**src/rtl/riscv_pkg.sv**
```systemverilog
// riscv_pkg: shared constants for the fetch front end.
//   XLEN     - address/data width of the core
//   ILEN     - instruction word width
//   NOP_INST - canonical NOP (addi x0,x0,0), shown on inst when nothing is buffered
//   PC_STEP  - byte increment between sequential fetches
`timescale 1ns/100ps
package riscv_pkg;
   localparam int unsigned XLEN     = 32;
   localparam int unsigned ILEN     = 32;
   localparam logic [31:0] NOP_INST = 32'h0000_0013;
   localparam int unsigned PC_STEP  = 4;
endpackage

```
**src/rtl/fetch_fifo.sv**
```systemverilog
// fetch_fifo: synchronous FIFO with flush, used for the {pc,inst} buffer and the
// PC-tag queue of the fetch unit. DEPTH must be a power of two (pointers wrap naturally).
//   clk, rst_n  - clock, asynchronous active-low reset
//   flush       - empties the FIFO; overrides push and pop in the same cycle
//   push/push_data - write an entry (allowed when full only together with pop)
//   pop         - remove the head entry (ignored when empty)
//   head        - current head entry (undefined contents when empty)
//   count, full, empty - occupancy status
`timescale 1ns/100ps
module fetch_fifo #(
   parameter int unsigned WIDTH = 64,
   parameter int unsigned DEPTH = 2
) (
   input  logic                   clk,
   input  logic                   rst_n,
   input  logic                   flush,
   input  logic                   push,
   input  logic [WIDTH-1:0]       push_data,
   input  logic                   pop,
   output logic [WIDTH-1:0]       head,
   output logic [$clog2(DEPTH):0] count,
   output logic                   full,
   output logic                   empty
);
   localparam int unsigned AW = $clog2(DEPTH);

   logic [WIDTH-1:0] mem_q [DEPTH];
   logic [AW-1:0]    rd_ptr_q, rd_ptr_d;
   logic [AW-1:0]    wr_ptr_q, wr_ptr_d;
   logic [AW:0]      count_q, count_d;
   logic             do_push, do_pop;

   assign full  = (count_q == (AW+1)'(DEPTH));
   assign empty = (count_q == '0);
   assign count = count_q;
   assign head  = mem_q[rd_ptr_q];

   always_comb begin
      do_pop   = pop && !empty && !flush;
      // a pop in the same cycle frees the slot a push into a full FIFO needs
      do_push  = push && (!full || do_pop) && !flush;
      rd_ptr_d = rd_ptr_q;
      wr_ptr_d = wr_ptr_q;
      count_d  = count_q;
      if (flush) begin
         rd_ptr_d = '0;
         wr_ptr_d = '0;
         count_d  = '0;
      end else begin
         if (do_push) wr_ptr_d = wr_ptr_q + AW'(1);
         if (do_pop)  rd_ptr_d = rd_ptr_q + AW'(1);
         count_d = count_q + (AW+1)'(do_push) - (AW+1)'(do_pop);
      end
   end

   always_ff @(posedge clk or negedge rst_n) begin
      if (!rst_n) begin
         rd_ptr_q <= '0;
         wr_ptr_q <= '0;
         count_q  <= '0;
      end else begin
         rd_ptr_q <= rd_ptr_d;
         wr_ptr_q <= wr_ptr_d;
         count_q  <= count_d;
      end
   end

   // storage needs no reset: entries are only visible once counted
   always_ff @(posedge clk) begin
      if (do_push) mem_q[wr_ptr_q] <= push_data;
   end

   a_no_overflow: assert property (@(posedge clk) disable iff (!rst_n)
      !(push && full && !pop && !flush));
   a_no_underflow: assert property (@(posedge clk) disable iff (!rst_n)
      !(pop && empty && !flush));
endmodule

```
**src/rtl/inst_fetch_unit.sv**
```systemverilog
// inst_fetch_unit: fetch stage feeding decode / register bank.
// Holds the PC, issues in-order word fetches over valid/ready, pairs each response with
// its issued PC through a tag queue, and buffers {pc,inst} in a FIFO. A one-cycle
// redirect reloads the PC and flushes everything fetched or still in flight.
//   clk, rst_n                     - clock, asynchronous active-low reset
//   redirect_valid, redirect_pc    - branch/jump target (bits[1:0] ignored)
//   imem_req_valid/ready, imem_addr - fetch request channel (address = PC)
//   imem_rsp_valid, imem_rsp_data  - in-order read data, >=1 cycle after accept
//   inst_valid/ready, inst, inst_pc - buffered instruction toward decode
`timescale 1ns/100ps
module inst_fetch_unit
   import riscv_pkg::*;
#(
   parameter int unsigned     XLEN     = riscv_pkg::XLEN,
   parameter logic [XLEN-1:0] RESET_PC = '0,
   parameter int unsigned     DEPTH    = 2
) (
   input  logic            clk,
   input  logic            rst_n,
   input  logic            redirect_valid,
   input  logic [XLEN-1:0] redirect_pc,
   output logic            imem_req_valid,
   input  logic            imem_req_ready,
   output logic [XLEN-1:0] imem_addr,
   input  logic            imem_rsp_valid,
   input  logic [ILEN-1:0] imem_rsp_data,
   output logic            inst_valid,
   input  logic            inst_ready,
   output logic [ILEN-1:0] inst,
   output logic [XLEN-1:0] inst_pc
);
   localparam int unsigned     CW          = $clog2(DEPTH) + 1;
   localparam int unsigned     EW          = XLEN + ILEN;
   localparam logic [XLEN-1:0] RESET_PC_AL = RESET_PC & ~XLEN'(3);

   typedef logic [CW-1:0] cnt_t;

   logic [XLEN-1:0] pc_q, pc_d;
   cnt_t            inflight_q, inflight_d;
   cnt_t            drop_q, drop_d;

   logic            accept, rsp_keep, rsp_drop, pop_ok;
   logic [CW:0]     credit_used;

   logic [EW-1:0]   data_head;
   cnt_t            data_count;
   logic            data_full, data_empty;
   logic [XLEN-1:0] tag_head;
   cnt_t            tag_count;
   logic            tag_full, tag_empty;

   assign accept   = imem_req_valid && imem_req_ready;
   assign rsp_keep = imem_rsp_valid && (drop_q == '0);
   assign rsp_drop = imem_rsp_valid && (drop_q != '0);
   assign pop_ok   = inst_valid && inst_ready && !redirect_valid;

   // A pop this cycle returns its slot before any new response can land,
   // so it already counts as free credit for the request issued now.
   assign credit_used    = {1'b0, inflight_q} + {1'b0, data_count} - (CW+1)'(pop_ok);
   assign imem_req_valid = rst_n && !redirect_valid && (credit_used < (CW+1)'(DEPTH));
   assign imem_addr      = pc_q;

   always_comb begin
      pc_d       = pc_q;
      inflight_d = inflight_q;
      drop_d     = drop_q;
      if (redirect_valid) begin
         pc_d       = redirect_pc & ~XLEN'(3);
         inflight_d = '0;
         // a response this cycle retires one outstanding word either way
         drop_d     = drop_q + inflight_q - cnt_t'(imem_rsp_valid);
      end else begin
         if (accept) pc_d = pc_q + XLEN'(PC_STEP);
         inflight_d = inflight_q + cnt_t'(accept) - cnt_t'(rsp_keep);
         if (rsp_drop) drop_d = drop_q - cnt_t'(1);
      end
   end

   always_ff @(posedge clk or negedge rst_n) begin
      if (!rst_n) begin
         pc_q       <= RESET_PC_AL;
         inflight_q <= '0;
         drop_q     <= '0;
      end else begin
         pc_q       <= pc_d;
         inflight_q <= inflight_d;
         drop_q     <= drop_d;
      end
   end

   fetch_fifo #(
      .WIDTH (XLEN),
      .DEPTH (DEPTH)
   ) u_tag_q (
      .clk       (clk),
      .rst_n     (rst_n),
      .flush     (redirect_valid),
      .push      (accept),
      .push_data (pc_q),
      .pop       (rsp_keep),
      .head      (tag_head),
      .count     (tag_count),
      .full      (tag_full),
      .empty     (tag_empty)
   );

   fetch_fifo #(
      .WIDTH (EW),
      .DEPTH (DEPTH)
   ) u_inst_q (
      .clk       (clk),
      .rst_n     (rst_n),
      .flush     (redirect_valid),
      .push      (rsp_keep && !redirect_valid),
      .push_data ({tag_head, imem_rsp_data}),
      .pop       (pop_ok),
      .head      (data_head),
      .count     (data_count),
      .full      (data_full),
      .empty     (data_empty)
   );

   assign inst_valid = !data_empty;
   assign inst       = data_empty ? NOP_INST : data_head[ILEN-1:0];
   assign inst_pc    = data_empty ? '0 : data_head[EW-1:ILEN];

   a_rsp_expected: assert property (@(posedge clk) disable iff (!rst_n)
      !(imem_rsp_valid && inflight_q == '0 && drop_q == '0));
   a_tag_tracks_inflight: assert property (@(posedge clk) disable iff (!rst_n)
      tag_count == inflight_q);
   a_tag_room: assert property (@(posedge clk) disable iff (!rst_n)
      !(accept && tag_full));
   a_tag_present: assert property (@(posedge clk) disable iff (!rst_n)
      !(rsp_keep && tag_empty));
   a_buf_room: assert property (@(posedge clk) disable iff (!rst_n)
      !(rsp_keep && !redirect_valid && data_full && !pop_ok));
endmodule
```
**config.mk**
```make
export PLATFORM = sky130hd
export DESIGN_NAME = inst_fetch_unit
export DESIGN_NICKNAME = d
export VERILOG_FILES = /design/src/rtl/riscv_pkg.sv /design/src/rtl/fetch_fifo.sv /design/src/rtl/inst_fetch_unit.sv
export SDC_FILE = /design/constraint.sdc
export NUM_CORES = 1
export LEC_CHECK = 0
export BUFFER_PORTS_ARGS = -buffer_cell sky130_fd_sc_hd__buf_4
export CORE_ASPECT_RATIO = 0.7
export CORE_MARGIN = 4
export CORE_UTILIZATION = 30
export DETAILED_ROUTE_END_ITERATION = 12
export PLACE_DENSITY = 0.55
export SETUP_SLACK_MARGIN = 0.02
export SLEW_MARGIN = 0
export SYNTH_ARGS = -nofsm -noshare
export SYNTH_HDL_FRONTEND = slang
export SYNTH_HIERARCHICAL = 1
export SYNTH_SLANG_ARGS = --single-unit
```
**constraint.sdc**
```tcl
create_clock -name clk -period 5.1 [get_ports clk]
set_input_delay 1.02 -clock clk [delete_from_list [all_inputs] [get_ports clk]]
set_output_delay 1.02 -clock clk [all_outputs]
set_load 0.05 [all_outputs]
```
After elaboration in Yosys (flattened, before gate mapping)

Memories as Yosys holds them, arrays and structs flattened.
Cells that the tools add are included.

Bits of input ports: 70
Memories kept: 2
Bits in registers: 44
Output and inout port bits: 98
Memory bits (writable): 192
Bits in latches: 0
Memory bits (read-only): 0

Add/subtract/negate cells: 16
Divide/modulo/power cells: 0
Multipliers: 0
Mux-type cells: 21
Magnitude comparators: 1
Shift operators: 0
Equality and inequality tests: 2
Bitwise operators: 0
Reduce and logical (&&, ||, !) cells: 33

Memories:

| memory         | depth | width | read ports | clocked after memory_dff | wr ports | line             | source |
|---|---|---|---|---|---|---|---|
| u_inst_q.mem_q | 2     | 64    | 1          | 0                        | 1        | fetch_fifo.sv:27 | `logic [WIDTH-1:0] mem_q [DEPTH];` |
| u_tag_q.mem_q  | 2     | 32    | 1          | 0                        | 1        | fetch_fifo.sv:27 |  |

Operator list:

| kind                  | count |
|---|---|
| $mux 32               | 4 |
| $add 32x3->32 const B | 1 |
| $logic_and 1x1->1     | 16 |
| $reduce_bool 2->1     | 7 |
| $mux 1                | 12 |
| $mux 2                | 5 |
| $sub 2x1->2           | 4 |
| $add 2x1->2           | 3 |
| $logic_not 2->1       | 3 |
| $logic_not 1->1       | 5 |
| $add 1x1->1 const B   | 4 |
| $eq 2x2->1 const B    | 2 |
| $add 2x2->3           | 1 |
| $lt 3x2->1 const B    | 1 |
| $sub 3x1->3           | 1 |
| $add 2x2->2           | 1 |
| $logic_or 1x1->1      | 2 |
| $sub 2x1->2 const B   | 1 |

Depth between registers and ports, before layout

Word-level depth: 13
Depth in mapped cells: 18
Gate-level depth less buffers: 15

Hierarchy

The synthesis kept the hierarchy.

Modules (own cells, without submodules):

| module                | cells an instance | seq. area each (µm²) | times used | area each (µm²) |
|---|---|---|---|---|
| fetch_fifo (u_inst_q) | 223               | 3943.8               | 1          | 4838.4 |
| inst_fetch_unit       | 322               | 850.8                | 1          | 2603.7 |
| fetch_fifo (u_tag_q)  | 124               | 2021.9               | 1          | 2539.9 |

Worst setup path after synthesis

Ideal clock, no wire load.

Path type: input port to flip-flop
Start point: input redirect_valid
End point: memory u_tag_q/mem_q[0][0] (netlist bit) (enable)
Slack: -294 ps
Required time: 4679 ps
Arrival time: 4973 ps
Cell stages on the path: 14
Buffers on the path: 4
Cells stage by stage: buf_2 -> clkinv_1 -> clkbuf_1 -> and3_1 -> ha_1 -> nand2b_1 -> fa_1 -> nand4b_4 -> or2_1 -> buf_2 -> inv_2 -> buf_2 -> nand3b_1 -> nor2_1

Longest elaborated chain between the ends: 10
Elaborated cells on any way between the ends: 13
Classes of those cells: add/sub (1); order compare (1); mux (2); reduce/logical (9)

RTL lines:

| element                        | line                  | source |
|---|---|---|
| from (decl)                    | inst_fetch_unit.sv:20 | `input logic redirect_valid,` |
| $logic_not 1->1                | inst_fetch_unit.sv:55 | `assign pop_ok = inst_valid && inst_ready && !redirect_valid;` |
| $logic_and 1x1->1              | inst_fetch_unit.sv:55 |  |
| via pop_ok                     | inst_fetch_unit.sv:42 | `logic accept, rsp_keep, rsp_drop, pop_ok;` |
| $sub 3x1->3                    | inst_fetch_unit.sv:59 | `assign credit_used = {1'b0, inflight_q} + {1'b0, data_count} - (CW+1)'(pop_ok);` |
| $lt 3x2->1                     | inst_fetch_unit.sv:60 | `assign imem_req_valid = rst_n && !redirect_valid && (credit_used < (CW+1)'(DEPTH));` |
| $logic_and 1x1->1              | inst_fetch_unit.sv:60 |  |
| $logic_and 1x1->1              | inst_fetch_unit.sv:52 | `assign accept = imem_req_valid && imem_req_ready;` |
| via accept                     | inst_fetch_unit.sv:42 |  |
| $logic_and 1x1->1 (2 in a row) | fetch_fifo.sv:41      | `do_push = push && (!full \|\| do_pop) && !flush;` |
| $mux 1                         | fetch_fifo.sv:70      | `if (do_push) mem_q[wr_ptr_q] <= push_data;` |
| $mux 1 (implied by the code)   | fetch_fifo.sv:70      |  |
| to (decl)                      | fetch_fifo.sv:27      |  |

The timed path passes the listed nets, and every way through them passes these cells.

Worst setup path after layout

Start point: register u_inst_q.count_q[1] (netlist: u_inst_q/count[1])
End point: output imem_req_valid

Longest elaborated chain between the ends: 7
Elaborated cells on any way between the ends: 8
Classes of those cells: add/sub (2); order compare (1); reduce/logical (5)

RTL lines:

| element                        | line                   | source |
|---|---|---|
| from (decl)                    | fetch_fifo.sv:30       | `logic [AW:0] count_q, count_d;` |
| from (signal assigned)         | fetch_fifo.sv:64       | `count_q <= count_d;` |
| $logic_not 2->1                | fetch_fifo.sv:34       | `assign empty = (count_q == '0);` |
| via data_empty                 | inst_fetch_unit.sv:47  | `logic data_full, data_empty;` |
| $logic_not 1->1                | inst_fetch_unit.sv:123 | `assign inst_valid = !data_empty;` |
| $logic_and 1x1->1 (2 in a row) | inst_fetch_unit.sv:55  |  |
| via pop_ok                     | inst_fetch_unit.sv:42  |  |
| $sub 3x1->3                    | inst_fetch_unit.sv:59  |  |
| $lt 3x2->1                     | inst_fetch_unit.sv:60  |  |
| $logic_and 1x1->1              | inst_fetch_unit.sv:60  |  |
| to (decl)                      | inst_fetch_unit.sv:22  | `output logic imem_req_valid,` |

The timed path passes the listed nets, and every way through them passes these cells.

==> impl_metrics.env <==
export IMPL_syn_area_mm2=0.00997
export IMPL_gp_congestion=0.807
export IMPL_drt_iter0_drc=309
export IMPL_p_seq_share_pct=48.6
export IMPL_fin_nets=924
export IMPL_clock_latency_ps=540
export IMPL_fin_util_pct=38.4
export IMPL_path_delay_family="simple AND/OR/NAND/NOR gates"
export IMPL_switchingPower_mw=1.32
export IMPL_clk_path_buf_depth=3
export IMPL_clock_root_buffer="clkbuf_16"
export IMPL_via_per_inst=4.60
export IMPL_yosys_warnings=6
export IMPL_fp_dieW_um=226
export IMPL_cpMaxStageDelayCell="dfrtp_1"
export IMPL_grtUsageTotal_pct=12.7
export IMPL_power_frac_clock_pct=35.8
export IMPL_worstHoldPathType="in -> async"
export IMPL_post_cts_resized=0
export IMPL_clock_skew_ps=17.2
export IMPL_syn_avg_cell_area_um2=15.0
export IMPL_syn2layout_area_growth_pct=25.4
export IMPL_cp_end_kind="primary output"
export IMPL_dp_hpwl_mm=14.9
export IMPL_crit_buf_inv=2
export IMPL_port_buffers=163
export IMPL_tightest_slew_ps=1040
export IMPL_cts_setup_buffers=0
export IMPL_cts_tree="done"
export IMPL_io_pins=168
export IMPL_antenna_found_initial=0
export IMPL_fill_cells=3103
export IMPL_htree_num_levels=1
export IMPL_fmax_ghz=0.249
export IMPL_post_route_min_period_ps=4020
export IMPL_min_period_over_period_pct=78.8
export IMPL_internal_power_mw=3.40
export IMPL_die_area_mm2=0.0362
export IMPL_maxCapViolCount=0
export IMPL_cp_start_kind="flip-flop"
export IMPL_power_per_cell_area_mw_per_mm2=378
export IMPL_vdd_drop_max_mv=0.208
export IMPL_setup_tns_final_ps=0
export IMPL_wirelength_mm=23.4
export IMPL_cts_buffers=26
export IMPL_clk_pin_slew_ps=60
export IMPL_cp_max_fo=5
export IMPL_drt_wirelength_per_cell_um=18.2
export IMPL_drive_above_1_share_pct=38.2
export IMPL_run_status="completed"
export IMPL_rows=55
export IMPL_synth_cells=666
export IMPL_start_util_pct=30.6
export IMPL_required_ps=4080
export IMPL_final_max_slew_viol_count=0
export IMPL_arrival_ps=3000
export IMPL_grt_pass1_vias=6103
export IMPL_grt_max_degree=66
export IMPL_fp_coreArea_mm2=0.0326
export IMPL_power_leakage_nw=4.58
export IMPL_hold_buffers=0
export IMPL_crit_type="reg -> out"
export IMPL_swShare_pct=27.9
export IMPL_drcViolationCount=0
export IMPL_ff2ff_setup_slack_ps=1310
export IMPL_maxSlewHeadroom_pct=30.6
export IMPL_hold_violations=0
export IMPL_dr_pass1_iters=4
export IMPL_diodes=0
export IMPL_clock_sinks=234
export IMPL_vias=5920
export IMPL_overflow=0
export IMPL_finalSetupViolations=0
export IMPL_die_y_um=160
export IMPL_grt_pass1_wl_mm=35.9
export IMPL_path_cells="nor2_4, inv_1, and3_1, ha_1, nand2b_1, fa_1, xnor2_1, nor4bb_2, buf_4"
export IMPL_combPwrFrac_pct=15.6
export IMPL_critPathMaxStageDelay_ps=450
export IMPL_rsz0062_at_grt="false"
export IMPL_antenna_left=0
==> layer usage <==
metal | wire, um | vias up | share of wire, % | GRT usage, %
li1 | - | 2816 | - | -
met1 | 10900 | 2939 | 47 | 17.9
met2 | 10800 | 137 | 46 | 19.9
met3 | 1290 | 28 | 5.5 | 3.11
met4 | 415 | 0 | 1.8 | 2.73
met5 | 0 | - | 0 | 0
==> power groups by stage <==
stage / clock network (mW) / logic (mW) / registers, mW
after floorplan: 0 / 0.396 / 2.41
after global placement: 0 / 0.741 / 2.33
after detailed placement: 0 / 0.744 / 2.33
after CTS: 1.75 / 0.748 / 2.30
after global routing: 1.85 / 0.792 / 2.31
final: 1.69 / 0.735 / 2.30
==> worst reg2reg max path, stage by stage, from the launching register on <==
cell	delay, ps
dfrtp_1	450
nor2_4	130
inv_1	50
and3_1	190
ha_1	290
nand2b_1	150
fa_1	540
nand4b_4	110
or2_1	250
inv_2	310
nand3b_1	330
nor2_4	140
buf_4	460
==> cell usage in the layout, fill, tap and decap left out, types with 4 or more instances in the layout <==
master and count:
a31o_2 5, and2_1 4, buf_4 173, clkbuf_1 9, clkbuf_16 26, clkinv_1 5
clkinv_2 4, conb_1 6, dfrtp_1 40, edfxtp_1 192, ha_1 12, inv_1 16
mux2_2 96, nand2_1 41, nand3_1 10, nand4_1 10, nor2_1 25, nor2_4 5
nor2b_1 64, nor4_1 4, o211ai_1 12, o21ai_0 19, o311ai_0 8, xnor2_1 8
xor2_1 5
==> area by class of cell <==
class	count	area [um2]	share of cell area, %
Sequential cell	234	6820	54.6
Timing Repair Buffer	173	1300	10.4
Clock buffer	35	684	5.48
Inverter	18	67.6	0.541
Multi-Input combinational cell	388	3000	24.0
Clock inverter	13	82.6	0.661
Tap cell	427	534	4.28
==> final timing paths <==
| kind | from | end | cells after the start |
|---|---|---|---|
| worst max-delay path | u_inst_q/count[1]$_DFF_PN0_ | imem_req_valid | 9 |
| worst min-delay path | rst_n | imem_addr[30]$_DFFE_PN0P_ | 1 |
| worst max register to register | u_inst_q/count[1]$_DFF_PN0_ | u_tag_q/mem_q[1][21]$_DFFE_PP_ | 12 |
| worst min register to register | u_tag_q/wr_ptr_q$_DFFE_PN0P_ | u_tag_q/wr_ptr_q$_DFFE_PN0P_ | 1 |
| max in group asynchronous | rst_n | u_inst_q/rd_ptr_q$_DFFE_PN0P_ | 1 |
| min in group clk | u_tag_q/wr_ptr_q$_DFFE_PN0P_ | u_tag_q/wr_ptr_q$_DFFE_PN0P_ | 1 |
==> flip-flops by register name (all words and copies together), names as in the netlist <==
register / cells
u_inst_q/mem_q: 128
u_tag_q/mem_q: 64
imem_addr: 30
drop_q: 2
inflight_q: 2
u_inst_q/count: 2
u_tag_q/count: 2
u_inst_q/rd_ptr_q: 1
u_inst_q/wr_ptr_q: 1
u_tag_q/rd_ptr_q: 1
u_tag_q/wr_ptr_q: 1
==> through the flow <==
stage / cells / setup WS [ps] / hold slack, ps / instance area [um2] / total power, mW
finish: 1288 / 1080 / 511 / 12500 / 4.72
global route: 1288 / 957 / 533 / 12500 / 4.95
CTS: 1288 / 1070 / 509 / 12500 / 4.80
detailed placement: 1240 / 755 / 539 / 11700 / 3.08
global placement: 1240 / 782 / 530 / 11700 / 3.07
floorplan: 671 / -293 / 465 / 10000 / 2.80
No activity file was read; power rests on OpenSTA's default activity.
